**src/rtl/pipe_ctrl_pkg.sv**
```systemverilog
// Shared definitions for the pipelined control unit.
// Contents: opcode/funct encodings, ALUOp encodings and the control bundle
// that the decoder produces and the ID/EX register stores.
package pipe_ctrl_pkg;

    localparam logic [5:0] OP_RTYPE = 6'b000000;
    localparam logic [5:0] OP_J     = 6'b000010;
    localparam logic [5:0] OP_JAL   = 6'b000011;
    localparam logic [5:0] OP_BEQ   = 6'b000100;
    localparam logic [5:0] OP_BNE   = 6'b000101;
    localparam logic [5:0] OP_ADDI  = 6'b001000;
    localparam logic [5:0] OP_SLTI  = 6'b001010;
    localparam logic [5:0] OP_ANDI  = 6'b001100;
    localparam logic [5:0] OP_ORI   = 6'b001101;
    localparam logic [5:0] OP_XORI  = 6'b001110;
    localparam logic [5:0] OP_LB    = 6'b100000;
    localparam logic [5:0] OP_LH    = 6'b100001;
    localparam logic [5:0] OP_LW    = 6'b100011;
    localparam logic [5:0] OP_SB    = 6'b101000;
    localparam logic [5:0] OP_SH    = 6'b101001;
    localparam logic [5:0] OP_SW    = 6'b101011;

    localparam logic [5:0] FN_JR    = 6'b001000;
    localparam logic [5:0] FN_JALR  = 6'b001001;

    // Native ALUOp width inside the bundle; the top zero-extends to ALUOP_W.
    localparam int CTRL_ALUOP_W = 2;

    localparam logic [CTRL_ALUOP_W-1:0] ALU_ADD   = 2'b00;
    localparam logic [CTRL_ALUOP_W-1:0] ALU_RTYPE = 2'b10;
    localparam logic [CTRL_ALUOP_W-1:0] ALU_IMM   = 2'b11;

    typedef struct packed {
        logic                    reg_dst;
        logic                    alu_src;
        logic                    mem_to_reg;
        logic                    reg_write;
        logic                    mem_read;
        logic                    mem_write;
        logic                    branch;
        logic                    jump;
        logic                    link;
        logic [CTRL_ALUOP_W-1:0] alu_op;
    } ctrl_bundle_t;

endpackage

```
**src/rtl/ctrl_decode.sv**
```systemverilog
// Combinational ID-stage decoder.
// Ports:
//   id_valid_i  - ID holds a real instruction (otherwise NOP bundle)
//   op_code_i   - instruction [31:26]
//   funct_i     - instruction [5:0]
//   ctrl_o      - decoded control bundle
//   uses_rt_o   - instruction reads rt as a source (for load-use compare)
module ctrl_decode
    import pipe_ctrl_pkg::*;
(
    input  logic         id_valid_i,
    input  logic [5:0]   op_code_i,
    input  logic [5:0]   funct_i,
    output ctrl_bundle_t ctrl_o,
    output logic         uses_rt_o
);

    always_comb begin
        ctrl_o    = '0;
        uses_rt_o = 1'b0;
        if (id_valid_i) begin
            case (op_code_i)
                OP_RTYPE: begin
                    if (funct_i == FN_JR) begin
                        ctrl_o.branch = 1'b1;
                        ctrl_o.jump   = 1'b1;
                    end else if (funct_i == FN_JALR) begin
                        ctrl_o.branch    = 1'b1;
                        ctrl_o.jump      = 1'b1;
                        ctrl_o.link      = 1'b1;
                        ctrl_o.reg_write = 1'b1;
                        ctrl_o.reg_dst   = 1'b1;
                    end else begin
                        ctrl_o.reg_dst   = 1'b1;
                        ctrl_o.reg_write = 1'b1;
                        ctrl_o.alu_op    = ALU_RTYPE;
                        uses_rt_o        = 1'b1;
                    end
                end
                OP_LB, OP_LH, OP_LW: begin
                    ctrl_o.alu_src    = 1'b1;
                    ctrl_o.mem_read   = 1'b1;
                    ctrl_o.reg_write  = 1'b1;
                    ctrl_o.mem_to_reg = 1'b1;
                    ctrl_o.alu_op     = ALU_ADD;
                end
                OP_SB, OP_SH, OP_SW: begin
                    ctrl_o.alu_src   = 1'b1;
                    ctrl_o.mem_write = 1'b1;
                    uses_rt_o        = 1'b1;
                end
                OP_ADDI, OP_ANDI, OP_ORI, OP_XORI, OP_SLTI: begin
                    ctrl_o.alu_src   = 1'b1;
                    ctrl_o.reg_write = 1'b1;
                    ctrl_o.alu_op    = ALU_IMM;
                end
                OP_BEQ, OP_BNE: begin
                    ctrl_o.branch = 1'b1;
                    uses_rt_o     = 1'b1;
                end
                OP_J: begin
                    ctrl_o.branch = 1'b1;
                    ctrl_o.jump   = 1'b1;
                end
                OP_JAL: begin
                    ctrl_o.branch    = 1'b1;
                    ctrl_o.jump      = 1'b1;
                    ctrl_o.link      = 1'b1;
                    ctrl_o.reg_write = 1'b1;
                end
                default: ;
            endcase
        end
    end

endmodule

```
**src/rtl/control_unit_pipe.sv**
```systemverilog
// Pipelined control unit: ID decode registered into the ID/EX stage, with
// load-use hazard detection, external stall/flush and a branch-shadow
// down-counter that inserts bubbles after a branch/jump enters EX.
// Ports:
//   clk, reset          - pipeline clock, async active-high reset
//   id_valid, op_code,
//   funct, id_rs, id_rt - ID-stage instruction fields
//   stall_ext           - hold EX register and shadow counter
//   flush               - kill ID instruction, bubble into EX
//   ex_*                - registered EX-stage controls and rt
//   hazard_stall        - combinational PC / IF-ID freeze request
//   shadow_active       - shadow counter non-zero
module control_unit_pipe
    import pipe_ctrl_pkg::*;
#(
    parameter int REG_AW        = 5,
    parameter int ALUOP_W       = 2,
    parameter int BRANCH_SHADOW = 1,
    parameter int LINK_REG      = 31
) (
    input  logic               clk,
    input  logic               reset,
    input  logic               id_valid,
    input  logic [5:0]         op_code,
    input  logic [5:0]         funct,
    input  logic [REG_AW-1:0]  id_rs,
    input  logic [REG_AW-1:0]  id_rt,
    input  logic               stall_ext,
    input  logic               flush,
    output logic               ex_reg_dst,
    output logic               ex_alu_src,
    output logic               ex_mem_to_reg,
    output logic               ex_reg_write,
    output logic               ex_mem_read,
    output logic               ex_mem_write,
    output logic               ex_branch,
    output logic               ex_jump,
    output logic               ex_link,
    output logic [ALUOP_W-1:0] ex_alu_op,
    output logic [REG_AW-1:0]  ex_rt,
    output logic               hazard_stall,
    output logic               shadow_active
);

    localparam int CNT_W = 3;
    localparam logic [CNT_W-1:0] SHADOW_INIT = CNT_W'(BRANCH_SHADOW);

    ctrl_bundle_t      dec_ctrl;
    logic              uses_rt;
    ctrl_bundle_t      ex_q, ex_d;
    logic [REG_AW-1:0] ex_rt_q, ex_rt_d;
    logic [CNT_W-1:0]  cnt_q, cnt_d;

    // The JAL destination is substituted in EX; the value travels with the
    // parameter set so both stages agree on it.
    logic [REG_AW-1:0] unused_link_reg;
    assign unused_link_reg = REG_AW'(LINK_REG);

    ctrl_decode u_decode (
        .id_valid_i (id_valid),
        .op_code_i  (op_code),
        .funct_i    (funct),
        .ctrl_o     (dec_ctrl),
        .uses_rt_o  (uses_rt)
    );

    // A load to $0 never creates a dependency; flush kills the consumer.
    assign hazard_stall = ex_q.mem_read & (ex_rt_q != '0)
                        & ((ex_rt_q == id_rs) | (uses_rt & (ex_rt_q == id_rt)))
                        & id_valid & ~flush;

    always_comb begin
        ex_d    = ex_q;
        ex_rt_d = ex_rt_q;
        cnt_d   = cnt_q;
        if (flush) begin
            ex_d    = '0;
            ex_rt_d = '0;
            cnt_d   = '0;
        end else if (stall_ext) begin
            // hold everything
        end else if (cnt_q != '0) begin
            ex_d    = '0;
            ex_rt_d = '0;
            cnt_d   = cnt_q - CNT_W'(1);
        end else if (hazard_stall) begin
            ex_d    = '0;
            ex_rt_d = '0;
        end else begin
            ex_d    = dec_ctrl;
            ex_rt_d = id_rt;
            if (dec_ctrl.branch) begin
                cnt_d = SHADOW_INIT;
            end
        end
    end

    always_ff @(posedge clk or posedge reset) begin
        if (reset) begin
            ex_q    <= '0;
            ex_rt_q <= '0;
            cnt_q   <= '0;
        end else begin
            ex_q    <= ex_d;
            ex_rt_q <= ex_rt_d;
            cnt_q   <= cnt_d;
        end
    end

    assign ex_reg_dst    = ex_q.reg_dst;
    assign ex_alu_src    = ex_q.alu_src;
    assign ex_mem_to_reg = ex_q.mem_to_reg;
    assign ex_reg_write  = ex_q.reg_write;
    assign ex_mem_read   = ex_q.mem_read;
    assign ex_mem_write  = ex_q.mem_write;
    assign ex_branch     = ex_q.branch;
    assign ex_jump       = ex_q.jump;
    assign ex_link       = ex_q.link;
    assign ex_alu_op     = ALUOP_W'(ex_q.alu_op);
    assign ex_rt         = ex_rt_q;
    assign shadow_active = (cnt_q != '0);

endmodule

```
**config.mk**
```make
export PLATFORM = sky130hd
export DESIGN_NAME = control_unit_pipe
export DESIGN_NICKNAME = d
export VERILOG_FILES = /design/src/rtl/pipe_ctrl_pkg.sv /design/src/rtl/ctrl_decode.sv /design/src/rtl/control_unit_pipe.sv
export SDC_FILE = /design/constraint.sdc
export NUM_CORES = 1
export LEC_CHECK = 0
export ABC_AREA = 1
export CAP_MARGIN = 20
export CORE_MARGIN = 1.5
export CORE_UTILIZATION = 39
export DETAILED_ROUTE_END_ITERATION = 6
export PLACE_DENSITY = 0.75
export SLEW_MARGIN = 20
export SYNTH_ARGS = -nofsm -noshare
export SYNTH_HDL_FRONTEND = slang
export SYNTH_SLANG_ARGS = --single-unit
```
**constraint.sdc**
```tcl
create_clock -name clk -period 1.5 [get_ports clk]
set_input_delay 0.225 -clock clk [delete_from_list [all_inputs] [get_ports clk]]
set_output_delay 0.225 -clock clk [all_outputs]
set_load 0.02 [all_outputs]
```
Word-level counts from Yosys, hierarchy flattened
Cells that the tools add are included.

Word-level logic and storage cells: 86. Bits of input ports: 27. Memory bits (writable): 0. Memory bits (read-only): 0. Latch bits: 0. Register bits after elaboration: 19. Memories kept: 0.

Equal/unequal tests: 21. Divide/modulo/power cells: 0. Bitwise logic cells: 7. $mul: 0. Reduce and logical (&&, ||, !) cells: 13. Multiplexer cells: 32. $add $sub $neg: 1. Order comparisons: 0. Shift operators: 0.

Operators by type and width (number): two-way mux 11 bit (5); equality test 6 x 4 -> 1 bit, second input constant (7); equality test 6 bit, second input constant (6); two-way mux 3 bit (7); two-way mux 5 bit (4); equality test 6 x 2 -> 1 bit, second input constant (2); equality test 6 x 3 -> 1 bit, second input constant (2); OR reduction 11 bit (1); equality test 5 bit (2); case mux 1 bit (2 select lines) (5); OR reduction 5 bit (2); OR reduction 9 bit (1); two-way mux 1 bit (8); logical NOT 6 bit (1); nonzero test 3 bit (2); OR reduction 3 bit (2); AND 1 bit (5); nonzero test 5 bit (1); two-way mux 2 bit (2); case mux 2 bit (2 select lines) (1); OR reduction 4 bit (1); inequality test 3 x 2 -> 1 bit, second input constant (1); AND reduction 3 bit (1); subtractor 3 x 1 -> 3 bit, second input constant (1); 4 further kinds (4).

Logic depth before layout (Yosys ltp)
Depth in word-level cells: 14. Depth in mapped cells: 14. Mapped depth without buffers: 14.

Cells and area by module
From an unflattened synthesis, not the netlist that was laid out.

Cell total of the unflattened synthesis: 213. Area total of the unflattened synthesis: 1397.6 um^2.

By module, submodules not included: control_unit_pipe (instances 1, area an instance 1079.8 um^2, cells each 150); ctrl_decode (instances 1, area an instance 317.8 um^2, cells each 63).

Worst setup path after synthesis
Ideal clock, no wire load.

Path kind: flip-flop to output port. Start point: register ex_rt_q[3] (netlist: ex_rt[3]). End point: output port hazard_stall. Arrival: 1.409 ns. Path buffers: 0. Path slack: -0.134 ns. Stages on the path, launching flop included: 11. Cell sequence: dfrtp_1 -> inv_1 -> nand2_1 -> nand2_1 -> nand3_1 -> nor2_1 -> nand2_1 -> nand2_2 -> nand2_4 -> or2_4 -> inv_1.

Word-level cells in the longest chain between the ends: 6. Elaborated cells between the ends (all ways): 9.

RTL lines: start, declared (line control_unit_pipe.sv:51) `logic [REG_AW-1:0] ex_rt_q, ex_rt_d;`; start signal, assigned (line control_unit_pipe.sv:105) `ex_rt_q <= ex_rt_d;`; equality test 5 bit (line control_unit_pipe.sv:69) `& ((ex_rt_q == id_rs) | (uses_rt & (ex_rt_q == id_rt)))`; AND 1 bit (line control_unit_pipe.sv:69); bitwise OR 1 bit (line control_unit_pipe.sv:69); AND 1 bit (*) (line control_unit_pipe.sv:69); AND 1 bit (*) (2 in series) (line control_unit_pipe.sv:70) `& id_valid & ~flush;`; end, declared (line control_unit_pipe.sv:41) `output logic hazard_stall,`.

Mark *: on every way between the ends. The rest lies on a longest branch, timed or not.

Worst setup path after layout
Ends and elaborated chain as after synthesis.

==> run summary <==
largest net degree at the start of global routing: 19
Netlist cell types: 25
cts hold-fix bufs: 0
root buf cell: clkbuf_4
HP Class: in2async
DIE HEIGHT: 58.2 µm
WP buf/inv: 3
Reg2Reg Depth: 15
largest fanout on the critical path: 2
CTS Buffer Depth: 2
H-tree levels: 1
Max VDD drop: 0.000479 V
Core Area: 2830 µm²
ys flop type: dfrtp_1
DRT antenna net count: 0
Post-synth EDFFs: 0
count of mapped cells out of synthesis: 171
slowest stage delay, CP: 0.45 ns
Slew Limit Fails: 0
die area: 3390 µm²
max_slew headroom: 72.9%
synthesized area: 1190 µm²
CP Depth: 11
TritonCTS clock tree: yes
grt ovf: 0
slowest CP cell: dfrtp_2
I/O pins: 45
startpoint types: register
CTS Sinks: 18
CTS Buf Count: 3
num rows: 19
DR vias/cell: 5.33
final core utilization: 80.3%
critical path required time: 1.27 ns
Residual DRC: 5
clk slew on worst S/H paths: 0.14 ns
fraction of layout cells with a size suffix above 1: 43.5%
Setup Skew: 0.0269 ns
outcome: complete, but fails checks
violated checks: DRC, setup timing
Setup violations, final: 19
Tcrit/Tclk final: 137%
RSZ-0062 raised after global routing: true
Post-Syn Nets: 200
#FFs+latches synth: 18
first-pass GRT wire length: 6.45 mm
Slew @ Worst Pin: 0.406 ns
gp weighted congestion: 0.899
Lkg Pwr: 1.24 nW
vias: 1,550
Max Clock Freq: 0.486 GHz
Hold Slack: 0.204 ns
vias in the first global route: 1,475
Cell Pwr Density: 612 nW/µm²
max reg flops: 5
dpl hpwl: 2.67 mm
most frequent cells in the layout: nand2_1 (33), buf_4 (33), clkdlybuf4s50_1 (22)
Routed WL: 4.83 mm
# diodes: 0
Post-synth ARST share: 100%
area delta synth->final: 91.2%
YS warnings: 0
Final Hold Viols: 0
Crit path arrival time: 1.83 ns
Syn Area/Cell: 6.95 µm²
die width: 58.2 µm
Pre-Repair DR Iteration Count: 6
Initial Utilization: 42.0%
clock period minus final worst setup slack: 2.06 ns
worst-path cell chain: buf_6 -> nand2_2 -> nand2_4 -> nand3_2 -> nor2_2 -> nand2_1 -> nand2_2 -> nand2_4 -> or2_4 -> inv_4 -> buf_6
WL/cell: 16.6 µm
PortBufs: 44
sequential fraction of the synthesis area: 37.9%
CP top delay family: simple AND/OR/NAND/NOR gates
1st-iter DRT viols: 130
initial antenna violation count: 0
Clock Latency Late Sink: 0.33 ns
Crit. End Element: output port
CP Class: reg2out
nets: 290
fillers: 186
setup ws final: -0.559 ns
Total GRT Usage: 25.0%
total of max-cap violations: 0
-- report_power, final --
part	switching, mW	internal, mW
combinational	0.272	0.247
clock	0.191	0.148
sequential	0.0259	0.508
total	0.488	0.903
-- synthesized netlist by cell type (3+ instances only) --
master   instances  area [µm²]
a21oi_1          4        20.0
dfrtp_1         18         450
inv_1           28         105
nand2_1         46         173
nand2_2          4        25.0
nand3_1         13        65.1
nor2_1          18        67.6
o21ai_0         14        70.1
xnor2_1          3        26.3
-- metal layers --
layer / vias up / wire length [µm] / global-route usage, %
met1: 715 / 1790 / 31.2
met2: 91 / 2480 / 43.5
met5: - / 0 / 0
met4: 0 / 222 / 11.6
met3: 26 / 338 / 2.23
li1: 718 / - / -
-- kinds of logic (layout without fill, tap and decap cells) --
logic type | count (synthesis) | count (layout) | synth area share, %
xor gates and xnor gates | 4 | 4 | 2.95
buffers and inverters | 30 | 119 | 10.2
and+or+nand+nor | 94 | 94 | 36.4
DFF | 18 | 18 | 37.9
AOI/OAI and AO/OA | 23 | 23 | 10.4
adders and majority gates | 2 | 2 | 2.10
-- layout make-up --
class                           count  area (µm²)  share of cell area [%]
Sequential cell                    18         457                    20.1
Timing Repair Buffer               87         806                    35.5
Clock buffer                        4        36.3                    1.60
Tap cell                           31        38.8                    1.71
Multi-Input combinational cell    123         818                    36.0
Inverter                           28         116                    5.12
-- metrics by stage --
step / TNS (ns) / instances / setup WS [ns] / power (mW) / area [µm²]
finish: -5.93 / 291 / -0.559 / 1.39 / 2270
detailed placement: -8.67 / 272 / -0.988 / 0.935 / 1880
global route: -7.51 / 291 / -0.650 / 1.44 / 2270
CTS: -3.20 / 288 / -0.432 / 1.27 / 2110
global placement: -7.64 / 272 / -0.943 / 0.921 / 1880
floorplan: -0.0192 / 171 / -0.0192 / 0.714 / 1200
-- what timing repair did --
item | in CTS | in global routing
pin swaps | 10 | 13
endpoints found under the hold margin | 0 | 0
setup buffers | 12 | 4
gates resized for setup | 64 | 45
endpoints found under the setup margin | 30 | 27
-- tightest hold or removal path: stages --
cell and delay, ns:
clkdlybuf4s50_1 0.40, inv_1 0.05, buf_4 0.26
-- final timing paths --
kind / start / to / slack [ns]
worst max register to register: ex_rt[3] / ex_mem_write / -0.53
worst min register to register: ex_alu_op[1] / ex_alu_op[1] / 0.49
min in group clk: op_code[1] / ex_jump / 0.48
worst max-delay path: ex_rt[3] / hazard_stall / -0.56
max in group asynchronous: reset / ex_link / 1.04
worst min-delay path: reset / cnt_q[0] / 0.20
(Power assumes the default switching activity.)
